==> config.mk <==
export PLATFORM = sky130hd
export DESIGN_NAME = pixel_buffer_bank
export DESIGN_NICKNAME = d
export VERILOG_FILES = /design/src/rtl/pixel_buffer_bank.sv
export SDC_FILE = /design/constraint.sdc
export NUM_CORES = 1
export LEC_CHECK = 0
export ABC_AREA = 1
export CAP_MARGIN = 20
export CORE_MARGIN = 4
export CORE_UTILIZATION = 45
export CTS_CLUSTER_SIZE = 30
export DETAILED_ROUTE_END_ITERATION = 8
export GPL_TIMING_DRIVEN = 0
export PLACE_DENSITY_LB_ADDON = 0.15
export SKIP_CTS_REPAIR_TIMING = 1
export SLEW_MARGIN = 40
export SYNTH_ARGS = -nofsm -noshare
export SYNTH_HDL_FRONTEND = slang
export SYNTH_SLANG_ARGS = --single-unit
==> constraint.sdc <==
create_clock -name clk -period 3.9 [get_ports clk]
set_clock_uncertainty 0.05 [all_clocks]
set_input_delay 0.975 -clock clk [delete_from_list [all_inputs] [get_ports clk]]
set_output_delay 0.975 -clock clk [all_outputs]
set_load 0.03 [all_outputs]
==> src/rtl/pixel_buffer_bank.sv <==
// pixel_buffer_bank
//   A bank of NUM_BUF independent pixel FIFOs. Each FIFO holds DEPTH words of
//   DATA_W bits. The FIFOs are filled through an address-mapped write port and
//   drained together: one head word from every FIFO forms a column, and the
//   bank hands that column to the convolution datapath on a valid/ready stream.
//
// Ports
//   clk        clock
//   reset_n    synchronous reset, active low
//   wr_en      write strobe
//   wr_addr    write address; the top ROUTE_BITS bits select the region
//   wr_data    pixel word to write
//   wr_bcast   broadcast: write wr_data to every FIFO (all or nothing)
//   wr_ack     one-cycle pulse meaning the previous cycle's write was accepted
//   out_valid  every FIFO holds at least one word
//   out_ready  consumer takes the column this cycle
//   out_data   column; lane i (bits [i*DATA_W +: DATA_W]) is FIFO i's head
//   flush      empties every FIFO and clears the sticky flags
//   buf_empty  per-FIFO empty
//   buf_full   per-FIFO full
//   overflow   sticky: a write was dropped because a target FIFO was full
//   addr_err   sticky: an addressed data-region write named a missing FIFO
//
// NUM_BUF must be at least 2, and DEPTH must be at least 2.
module pixel_buffer_bank #(
  parameter int                    DATA_W     = 32,
  parameter int                    ADDR_W     = 8,
  parameter int                    ROUTE_BITS = 2,
  parameter logic [ROUTE_BITS-1:0] ROUTE_DATA = 2'b10,
  parameter int                    NUM_BUF    = 8,
  parameter int                    DEPTH      = 4
) (
  input  logic                      clk,
  input  logic                      reset_n,
  input  logic                      wr_en,
  input  logic [ADDR_W-1:0]         wr_addr,
  input  logic [DATA_W-1:0]         wr_data,
  input  logic                      wr_bcast,
  output logic                      wr_ack,
  output logic                      out_valid,
  input  logic                      out_ready,
  output logic [NUM_BUF*DATA_W-1:0] out_data,
  input  logic                      flush,
  output logic [NUM_BUF-1:0]        buf_empty,
  output logic [NUM_BUF-1:0]        buf_full,
  output logic                      overflow,
  output logic                      addr_err
);

  localparam int IDX_W = (NUM_BUF > 1) ? $clog2(NUM_BUF) : 1;
  localparam int PTR_W = $clog2(DEPTH);
  localparam int CNT_W = $clog2(DEPTH + 1);

  localparam logic [CNT_W-1:0] DEPTH_CNT   = CNT_W'(DEPTH);
  localparam logic [PTR_W-1:0] LAST_PTR    = PTR_W'(DEPTH - 1);
  // One bit wider than the index so NUM_BUF itself is representable.
  localparam logic [IDX_W:0]   NUM_BUF_IDX = (IDX_W + 1)'(NUM_BUF);

  logic               writeHit;
  logic [IDX_W-1:0]   writeIdx;
  logic               idxValid;
  logic               fire;
  logic               allAccept;
  logic               targetBlocked;
  logic               ackNext;
  logic               overflowSet;
  logic               addrErrSet;
  logic [NUM_BUF-1:0] canAccept;
  logic [NUM_BUF-1:0] pushVec;
  logic [NUM_BUF-1:0] idxMatch;
  logic [NUM_BUF-1:0] emptyVec;
  logic [NUM_BUF-1:0] fullVec;

  logic ackReg;
  logic overflowReg;
  logic addrErrReg;

  // Address bits between the route field and the index are don't-care.
  logic unusedAddr;
  assign unusedAddr = ^wr_addr;

  assign writeHit = wr_en && (wr_addr[ADDR_W-1 -: ROUTE_BITS] == ROUTE_DATA);
  assign writeIdx = wr_addr[IDX_W-1:0];
  assign idxValid = {1'b0, writeIdx} < NUM_BUF_IDX;

  // out_valid comes only from registered counts, so it never depends on out_ready.
  assign out_valid = &(~emptyVec);
  assign fire      = out_valid && out_ready;

  assign allAccept     = &canAccept;
  assign targetBlocked = |(idxMatch & ~canAccept);
  assign ackNext       = |pushVec;

  assign overflowSet = writeHit && !flush &&
                       (wr_bcast ? !allAccept : (idxValid && targetBlocked));
  assign addrErrSet  = writeHit && !flush && !wr_bcast && !idxValid;

  genvar gi;
  generate
    for (gi = 0; gi < NUM_BUF; gi++) begin : gBuf
      logic [DATA_W-1:0] mem [DEPTH];
      logic [PTR_W-1:0]  rdPtrReg;
      logic [PTR_W-1:0]  wrPtrReg;
      logic [CNT_W-1:0]  countReg;

      assign idxMatch[gi]  = (writeIdx == IDX_W'(gi));
      // A full FIFO still takes a word when the column pops in the same cycle.
      assign canAccept[gi] = (countReg != DEPTH_CNT) || fire;
      assign pushVec[gi]   = writeHit && !flush &&
                             (wr_bcast ? allAccept
                                       : (idxValid && idxMatch[gi] && canAccept[gi]));
      assign emptyVec[gi]  = (countReg == '0);
      assign fullVec[gi]   = (countReg == DEPTH_CNT);

      assign out_data[gi*DATA_W +: DATA_W] = mem[rdPtrReg];

      // Storage is not reset; stale words are never visible because out_valid gates them.
      always_ff @(posedge clk) begin
        if (pushVec[gi]) begin
          mem[wrPtrReg] <= wr_data;
        end
      end

      always_ff @(posedge clk) begin
        if (!reset_n || flush) begin
          rdPtrReg <= '0;
          wrPtrReg <= '0;
          countReg <= '0;
        end else begin
          if (pushVec[gi]) begin
            wrPtrReg <= (wrPtrReg == LAST_PTR) ? '0 : wrPtrReg + PTR_W'(1);
          end
          if (fire) begin
            rdPtrReg <= (rdPtrReg == LAST_PTR) ? '0 : rdPtrReg + PTR_W'(1);
          end
          case ({pushVec[gi], fire})
            2'b10:   countReg <= countReg + CNT_W'(1);
            2'b01:   countReg <= countReg - CNT_W'(1);
            default: ;
          endcase
        end
      end
    end
  endgenerate

  always_ff @(posedge clk) begin
    if (!reset_n || flush) begin
      ackReg      <= 1'b0;
      overflowReg <= 1'b0;
      addrErrReg  <= 1'b0;
    end else begin
      ackReg <= ackNext;
      if (overflowSet) begin
        overflowReg <= 1'b1;
      end
      if (addrErrSet) begin
        addrErrReg <= 1'b1;
      end
    end
  end

  assign wr_ack    = ackReg;
  assign overflow  = overflowReg;
  assign addr_err  = addrErrReg;
  assign buf_empty = emptyVec;
  assign buf_full  = fullVec;

endmodule

==> key figures, run 1 <==
Status
  • Run status: complete, no violations

Layout
  • Post-route cell area: 51900 µm²
  • Final std cells w/o fill: 4782
  • Top library cells by usage in the layout, fill and taps aside: 1024 x sky130_fd_sc_hd__edfxtp_1, 556 x sky130_fd_sc_hd__o21ai_0, 533 x sky130_fd_sc_hd__nor2_1, 256 x sky130_fd_sc_hd__o22ai_1, 150 x sky130_fd_sc_hd__dlymetal6s2s_1
  • Synth-to-layout area growth: 24.9%
  • Fillers: just over 7000
  • Fraction of final layout cells sized beyond drive strength 1: 12.1%
  • Most common cell after layout, fill and taps aside: sky130_fd_sc_hd__edfxtp_1
  • Net total in the final layout: between 3000 and 4000

Clock network
  • CTS Buf Count: around 110
  • Clock insertion delay at the later pin of the skew report: 0.68 ns
  • Number of sinks handled by clock tree synthesis: 1098
  • Clock tree root driver cell: sky130_fd_sc_hd__clkbuf_16
  • TritonCTS clock tree: done
  • Clock buffer depth: 3
  • Clock slew at the register clock pins of the worst setup and hold paths: approximately 0.060 ns
  • Number of levels the H-tree was split into: 3

Critical path
  • RR Startpoint: gBuf[6].countReg[0]$_SDFFE_PP0P_
  • Max Fanout on Critical Path: 10
  • Cell-by-cell trace of the critical path: buf_2 > clkinvlp_4 > clkbuf_2 > o21ai_0 > o22ai_1 > clkdlybuf4s50_1
  • CP Launch Type: flip-flop
  • CP peak stage delay: 0.61 ns
  • Required @ worst endpoint: 2.87 ns
  • Buf/Inv on CP: 4
  • Critical Path Sink Type: primary output
  • Gate family responsible for the most delay along the worst path: buffers and inverters
  • Crit Path Category: reg -> out
  • Arrival time at the worst endpoint: between 2 and 3 ns
  • Worst reg-to-reg setup slack: 0.25 ns
  • Critical Path Slowest Stage Cell: sky130_fd_sc_hd__clkdlybuf4s50_1

Routing
  • Amount of wire on met2 after detailed routing: ~59 mm
  • Routed length on met1: around 47 mm
  • Highest routed layer: met5
  • Remaining antenna violation count: 0
  • Count of unresolved DRC violations after routing: 0
  • First-pass detailed-route iteration total: 5
  • Detailed-route wire length: 120 mm
  • Total met3 wirelength after detailed routing: about 9.7 mm
  • Ratio of routed vias to standard cells: 5.61
  • Total vias in the final route: 26800
  • Detailed Route Iter0 Violations: approximately 2500
  • Routed WL per cell: 25.0 µm

Synthesis
  • Netlist cell types: 30
  • Flops & latches, synth: 1098
  • Number of warnings reported in the yosys synthesis log: 0
  • Number of cells produced by synthesis: 3000
  • Sequential cell area fraction in the yosys report: between 70% and 80%
  • Async SR Flop Fraction: 0%
  • Main synth FF type: sky130_fd_sc_hd__edfxtp_1
  • Count of flip-flops with a built-in enable after synthesis: 1024
  • Number of nets in the synthesized netlist: 3102
  • Netlist Area Pre-Place: 41600 µm²
  • Synth Area per Inst: 13.9 µm²

Placement
  • Placed cell area: 47600 µm²
  • Global placement routability congestion: 0.816
  • Count of input and output buffers: between 300 and 400
  • DP Cell Count: 4561
  • DP Wirelength: 76.4 mm

Timing
  • Final Hold Vio Count: 0
  • Share of the cycle needed by the critical path after routing: around 98%
  • Total count of max-transition violations in the final report: 0
  • Period minus WS final: between 3 and 4 ns
  • Number of setup violations in the final report: 0
  • Worst slew margin relative to its limit: 50.6%
  • Worst Max-Slew Pin Slew: 0.741 ns
  • FMAX: 260 MHz

Floorplan
  • Count of pins on the block boundary: 322
  • Area of the core: 91700 µm²
  • Area of the die: 97300 µm²
  • Row Count: 111
  • Die X-Extent: 312 µm
  • Height of the chip: 312 µm
  • Starting Density: 45.3%

Pwr
  • Power density over the cells: approximately 470 nW/µm²
  • Worst-case vdd ir drop: 0.323 mV
  • Static leakage power: between 15 and 20 nW

GRT
  • Pin count of the biggest net entering global routing: 33
  • Wire length of the first global-routing pass: 173 mm
  • Initial antenna violation count: 9
  • Via count of the first global-routing pass: 26500
  • Overall Global Routing Usage: 24.0%
  • Sum of overflow across all layers after global routing: 0

Worst hold path
  • Class of the tightest hold or removal check: reg -> reg
  • Worst Hold Launch: overflow$_SDFFE_PP0P_

Run
  • Count of max-cap constraint violations: 0
==> metrics by stage <==
stage / power [mW] / setup TNS, ns / setup WS, ns / hold WS (ns) / utilization, %
floorplan: 13.3 / 0 / 0.253 / 0.405 / -
global placement: 13.8 / -1451.64 / -1.72 / 0.393 / 50.4
detailed placement: 13.8 / -2.96 / -0.364 / 0.392 / 52.0
CTS: 24.3 / -63.05 / -0.421 / 0.401 / 56.0
global route: 24.9 / -0.0797 / -0.0231 / 0.455 / 56.6
finish: 24.1 / 0 / 0.0608 / 0.400 / 56.6
==> synthesized netlist by cell type, types with 2 or more instances <==
cell | count | share of area, %
sky130_fd_sc_hd__nand2_1 | 51 | 0.46
sky130_fd_sc_hd__edfxtp_1 | 1024 | 74
sky130_fd_sc_hd__buf_6 | 2 | 0.054
sky130_fd_sc_hd__fa_1 | 8 | 0.39
sky130_fd_sc_hd__buf_1 | 17 | 0.15
sky130_fd_sc_hd__a21oi_1 | 65 | 0.78
sky130_fd_sc_hd__nor3_1 | 16 | 0.19
sky130_fd_sc_hd__inv_1 | 105 | 0.95
sky130_fd_sc_hd__ha_1 | 48 | 1.4
sky130_fd_sc_hd__inv_2 | 5 | 0.045
sky130_fd_sc_hd__nand3_1 | 14 | 0.17
sky130_fd_sc_hd__dfxtp_1 | 74 | 3.6
sky130_fd_sc_hd__o21ai_0 | 556 | 6.7
sky130_fd_sc_hd__buf_2 | 3 | 0.036
sky130_fd_sc_hd__nand2_4 | 5 | 0.14
sky130_fd_sc_hd__nor2_1 | 566 | 5.1
sky130_fd_sc_hd__o22ai_1 | 256 | 3.9
sky130_fd_sc_hd__nand2_2 | 3 | 0.045
sky130_fd_sc_hd__clkinv_1 | 9 | 0.081
sky130_fd_sc_hd__nor2_2 | 2 | 0.030
sky130_fd_sc_hd__o211a_1 | 8 | 0.19
sky130_fd_sc_hd__o21ai_1 | 16 | 0.19
sky130_fd_sc_hd__clkbuf_1 | 140 | 1.3
==> worst reg2reg max path, delay by kind of cell (launching register included) <==
kind | cells | cell delay, ns
AOI/OAI and AO/OA | 4 | 0.65
adders and majority gates | 2 | 0.60
buffers and inverters | 5 | 1.06
DFF | 1 | 0.40
and+or+nand+nor | 5 | 0.76
==> flip-flops by register name (all words and copies together) (netlist names), named ones only <==
signal	count
gBuf.countReg	24
gBuf.rdPtrReg	16
overflow	1
gBuf.mem	1024
gBuf.wrPtrReg	16
wr_ack	1
==> routing by layer <==
layer  global-route usage, %  vias to the layer above
met4                    8.34                        2
met5                       0                        -
li1                        -                    12200
met3                    5.13                      174
met2                    39.9                     1058
met1                    31.4                    13400
==> power breakdown <==
group | switching [mW] | leakage [nW] | internal [mW]
Combinational | 0.460 | 7.04 | 0.142
Clock | 4.47 | 1.78 | 6.15
Sequential | 0.0122 | 9.81 | 12.9
Total | 4.94 | 18.6 | 19.2
==> path summary, 6_finish.rpt <==
path | depth (start not counted) | endpoint
setup reg to reg | 16 | gBuf[3].countReg[2]$_SDFFE_PP0P_
hold reg to reg | 2 | overflow$_SDFFE_PP0P_
setup / recovery | 6 | out_data[37]
hold / removal | 2 | overflow$_SDFFE_PP0P_
==> cell families (layout without fill, tap and decap cells) <==
logic type / after synthesis / count (layout) / share of synthesized area (%)
AOI/OAI and AO/OA: 903 / 903 / 11.8
adders and majority gates: 56 / 56 / 1.83
buffers and inverters: 283 / 873 / 2.65
DFF: 1098 / 1098 / 77.6
other: 1 / 7 / 0.00902
and+or+nand+nor: 659 / 659 / 6.18
==> cell type report <==
type / count / area [µm²] / area share, %
Clock buffer: 141 / 3060 / 5.89
Clock inverter: 70 / 616 / 1.19
Buffer: 164 / 796 / 1.53
Tap cell: 1186 / 1480 / 2.86
Sequential cell: 1098 / 32200 / 62.1
Inverter: 119 / 473 / 0.911
Timing Repair Buffer: 379 / 4750 / 9.16
Multi-Input combinational cell: 1619 / 8470 / 16.3
Antenna cell: 6 / 15.0 / 0.0289
(Power assumes the default switching activity.)
==> run 2, diff against run 1 <==
Settings changed: SLEW_MARGIN 40 to 10.
==> run 2 against run 1 <==
Global-route usage is 0.075 points lower. Sequential share of layout area shrank 0.058 points. Via count grew 0.22%. Critical path depth is the same. Die area unchanged. Sequential power is essentially flat. Sequential cell count stayed put. Fmax grew 1.4%. Design area is essentially flat. Final cell count hardly changed. Total power is 0.49% lower. Clock-buffer cell count up 1. Largest power group unchanged.
==> key figures, run 2 (same netlist as run 1, synthesis figures left out) <==
Layout
  • Most common cell after layout, fill and taps aside: sky130_fd_sc_hd__edfxtp_1
  • Number of flip-flops under the largest register name: 1024 (unchanged)
  • Synth-to-layout area growth: 25.0% (about the same)
  • Post-layout utilization of the core: 56.7% (about the same)
  • Net total in the final layout: 3600 (+0.11%)
  • Top library cells by usage in the layout, fill and taps aside: 1024 x sky130_fd_sc_hd__edfxtp_1, 556 x sky130_fd_sc_hd__o21ai_0, 534 x sky130_fd_sc_hd__nor2_1, 256 x sky130_fd_sc_hd__o22ai_1, 158 x sky130_fd_sc_hd__clkdlybuf4s50_1
  • Final std cells w/o fill: 4785 (+0.063%)
  • Register bank with the most flops: gBuf.mem
  • Fraction of final layout cells sized beyond drive strength 1: 12.2% (+0.014 points)
  • Largest regs: gBuf.mem: 1024 flops, gBuf.countReg: 24 flops
  • Post-route cell area: 51900 µm² (about the same)
  • Fillers: 7303 (+0.47%)

Timing
  • Total count of max-transition violations in the final report: 0 (unchanged)
  • Share of the cycle needed by the critical path after routing: 97.0% (-1.4 points)
  • Period minus WS final: 3.78 ns (-0.0549 ns)
  • Final Hold Vio Count: 0 (unchanged)
  • FMAX: 264 MHz (+1.4%)
  • Worst Max-Slew Pin Slew: 0.935 ns (+0.194 ns)
  • Tightest hold margin: 0.406 ns (+0.00659 ns)
  • Total Negative Setup Slacks: 0 ns (unchanged)
  • Number of setup violations in the final report: 0 (unchanged)
  • Worst slew margin relative to its limit: 37.6% (-13 points)

Clock network
  • Clock buffer depth: 3 (unchanged)
  • Clock tree root driver cell: sky130_fd_sc_hd__clkbuf_16
  • Number of levels the H-tree was split into: 3 (unchanged)
  • TritonCTS clock tree: done
  • Number of sinks handled by clock tree synthesis: 1098 (unchanged)
  • CTS Buf Count: 112 (-0.88%)
  • Clock slew at the register clock pins of the worst setup and hold paths: 0.07 ns (about the same)
  • Clock insertion delay at the later pin of the skew report: 0.68 ns (about the same)

Placement
  • Global placement routability congestion: 0.816 (unchanged)
  • DP Wirelength: 80.1 mm (+4.8%)
  • Count of input and output buffers: 317 (unchanged)
  • Placed cell area: 47800 µm² (+0.42%)
  • DP Cell Count: 4566 (+0.11%)

Pwr
  • Internal power: 19.1 mW (-0.48%)
  • Power density over the cells: 462 nW/µm² (-0.58%)
  • Relative contribution of combinational cells to total power: 2.7% (+0.2 points)
  • Part of the power in the clock network: 43.5% (-0.5 points)
  • Worst-case vdd ir drop: 0.320 mV (-0.89%)
  • Sw Share: 20.4% (about the same)
  • Switching power summed over all nets: 4.91 mW (-0.53%)
  • Static leakage power: 18.5 nW (-0.74%)
  • Share of total power in sequential cells: 53.8% (+0.3 points)

Critical path
  • Arrival time at the worst endpoint: 2.76 ns (-0.05 ns)
  • Required @ worst endpoint: 2.87 ns (about the same)
  • Critical Path Slowest Stage Cell: sky130_fd_sc_hd__clkdlybuf4s50_1
  • CP Launch Type: flip-flop
  • CP peak stage delay: 0.73 ns (+0.12 ns)
  • Most Frequent Cell on Critical Path: sky130_fd_sc_hd__clkbuf_2
  • Max Fanout on Critical Path: 10 (unchanged)
  • Crit Path Category: reg -> out
  • Cell-by-cell trace of the critical path: clkbuf_2 > clkinvlp_4 > clkbuf_2 > nor2_1 > o22ai_1 > clkdlybuf4s50_1
  • Critical Path Sink Type: primary output

Routing
  • Routed WL per cell: 24.9 µm (-0.21%)
  • First-pass detailed-route iteration total: 7 (+2)
  • Detailed-route wire length: 119 mm (-0.15%)
  • Total vias in the final route: 26900 (+0.22%)
  • Ratio of routed vias to standard cells: 5.62 (+0.16%)
  • Detailed Route Iter0 Violations: 2182 (-14%)
  • Remaining antenna violation count: 0 (unchanged)
  • Count of unresolved DRC violations after routing: 0 (unchanged)

Floorplan
  • Height of the chip: 312 µm (unchanged)
  • Row Count: 111 (unchanged)
  • Count of pins on the block boundary: 322 (unchanged)
  • Starting Density: 45.3% (unchanged)
  • Die X-Extent: 312 µm (unchanged)
  • Area of the core: 91700 µm² (unchanged)
  • Area of the die: 97300 µm² (unchanged)

GRT
  • Initial antenna violation count: 7 (-2)
  • Wire length of the first global-routing pass: 173 mm (about the same)
  • Pin count of the biggest net entering global routing: 33 (unchanged)
  • Overall Global Routing Usage: 23.9% (-0.075 points)
  • Sum of overflow across all layers after global routing: 0 (unchanged)
  • Via count of the first global-routing pass: 26800 (+1.0%)

Status
  • Run status: complete, no violations

Worst hold path
  • Class of the tightest hold or removal check: reg -> reg

Run
  • Count of max-cap constraint violations: 0 (unchanged)
==> run 2: cell types whose count changed in the layout (fill, tap and decap cells not counted), sizes merged <==
cell	delta
clkinv	+1
dlymetal6s2s	-23
clkinvlp	-5
buf	+7
clkdlybuf4s50	+23
diode	-1
inv	+2
clkbuf	-1
==> run 2: final cells by class <==
cell class                      instances  area [µm²]  share of cell area, %
Sequential cell                      1098       32200                   62.0
Multi-Input combinational cell       1619        8470                   16.3
Timing Repair Buffer                  384        4900                   9.43
Clock buffer                          142        2990                   5.75
Tap cell                             1186        1480                   2.86
Buffer                                164         796                   1.53
Clock inverter                         68         607                   1.17
Inverter                              119         462                  0.889
Antenna cell                            5        12.5                 0.0241
==> run 2: through the flow <==
stage,setup WS [ns],power [mW]
after global routing,-0.00478,24.8
after global placement,-1.72,13.8
after CTS,-0.415,24.2
final,0.116,24.0
after detailed placement,-0.372,13.8
after floorplan,0.253,13.3
==> run 2: critical path: cells and delay by family, from the launching register on <==
family | cells | cell delay (ns)
buf+inv | 4 | 1.42
compound gates | 1 | 0.26
simple gates | 1 | 0.06
flops | 1 | 0.32
==> run 2: metal layers <==
layer / wire length (µm) / vias up / GRT usage (%) / part of all wire, %
li1: - / 12200 / - / -
met1: 48100 / 13500 / 31.5 / 40
met2: 59000 / 1028 / 40.5 / 49
met3: 8700 / 186 / 4.32 / 7.3
met4: 3450 / 2 / 7.47 / 2.9
met5: 15 / - / 0 / 0.013
==> run 2: power by group through the flow <==
| stage | logic, mW | registers, mW | clock network [mW] |
|---|---|---|---|
| 2_1_floorplan | 0.149 | 13.2 | 0 |
| 3_3_place_gp | 0.559 | 13.2 | 0 |
| 3_5_place_dp | 0.669 | 13.2 | 0 |
| 4_1_cts | 0.671 | 12.9 | 10.6 |
| 5_1_grt | 0.690 | 12.9 | 11.2 |
| 6_report | 0.659 | 12.9 | 10.4 |
==> run 2: final timing paths <==
kind	start	to	slack, ns	cells past startpoint
setup / recovery	flip-flop	out_data[209]	0.12	6
hold / removal	overflow$_SDFFE_PP0P_	overflow$_SDFFE_PP0P_	0.41	2
setup reg to reg	gBuf[6].countReg[0]$_SDFFE_PP0P_	gBuf[3].countReg[2]$_SDFFE_PP0P_	0.16	16
hold reg to reg	overflow$_SDFFE_PP0P_	overflow$_SDFFE_PP0P_	0.41	2
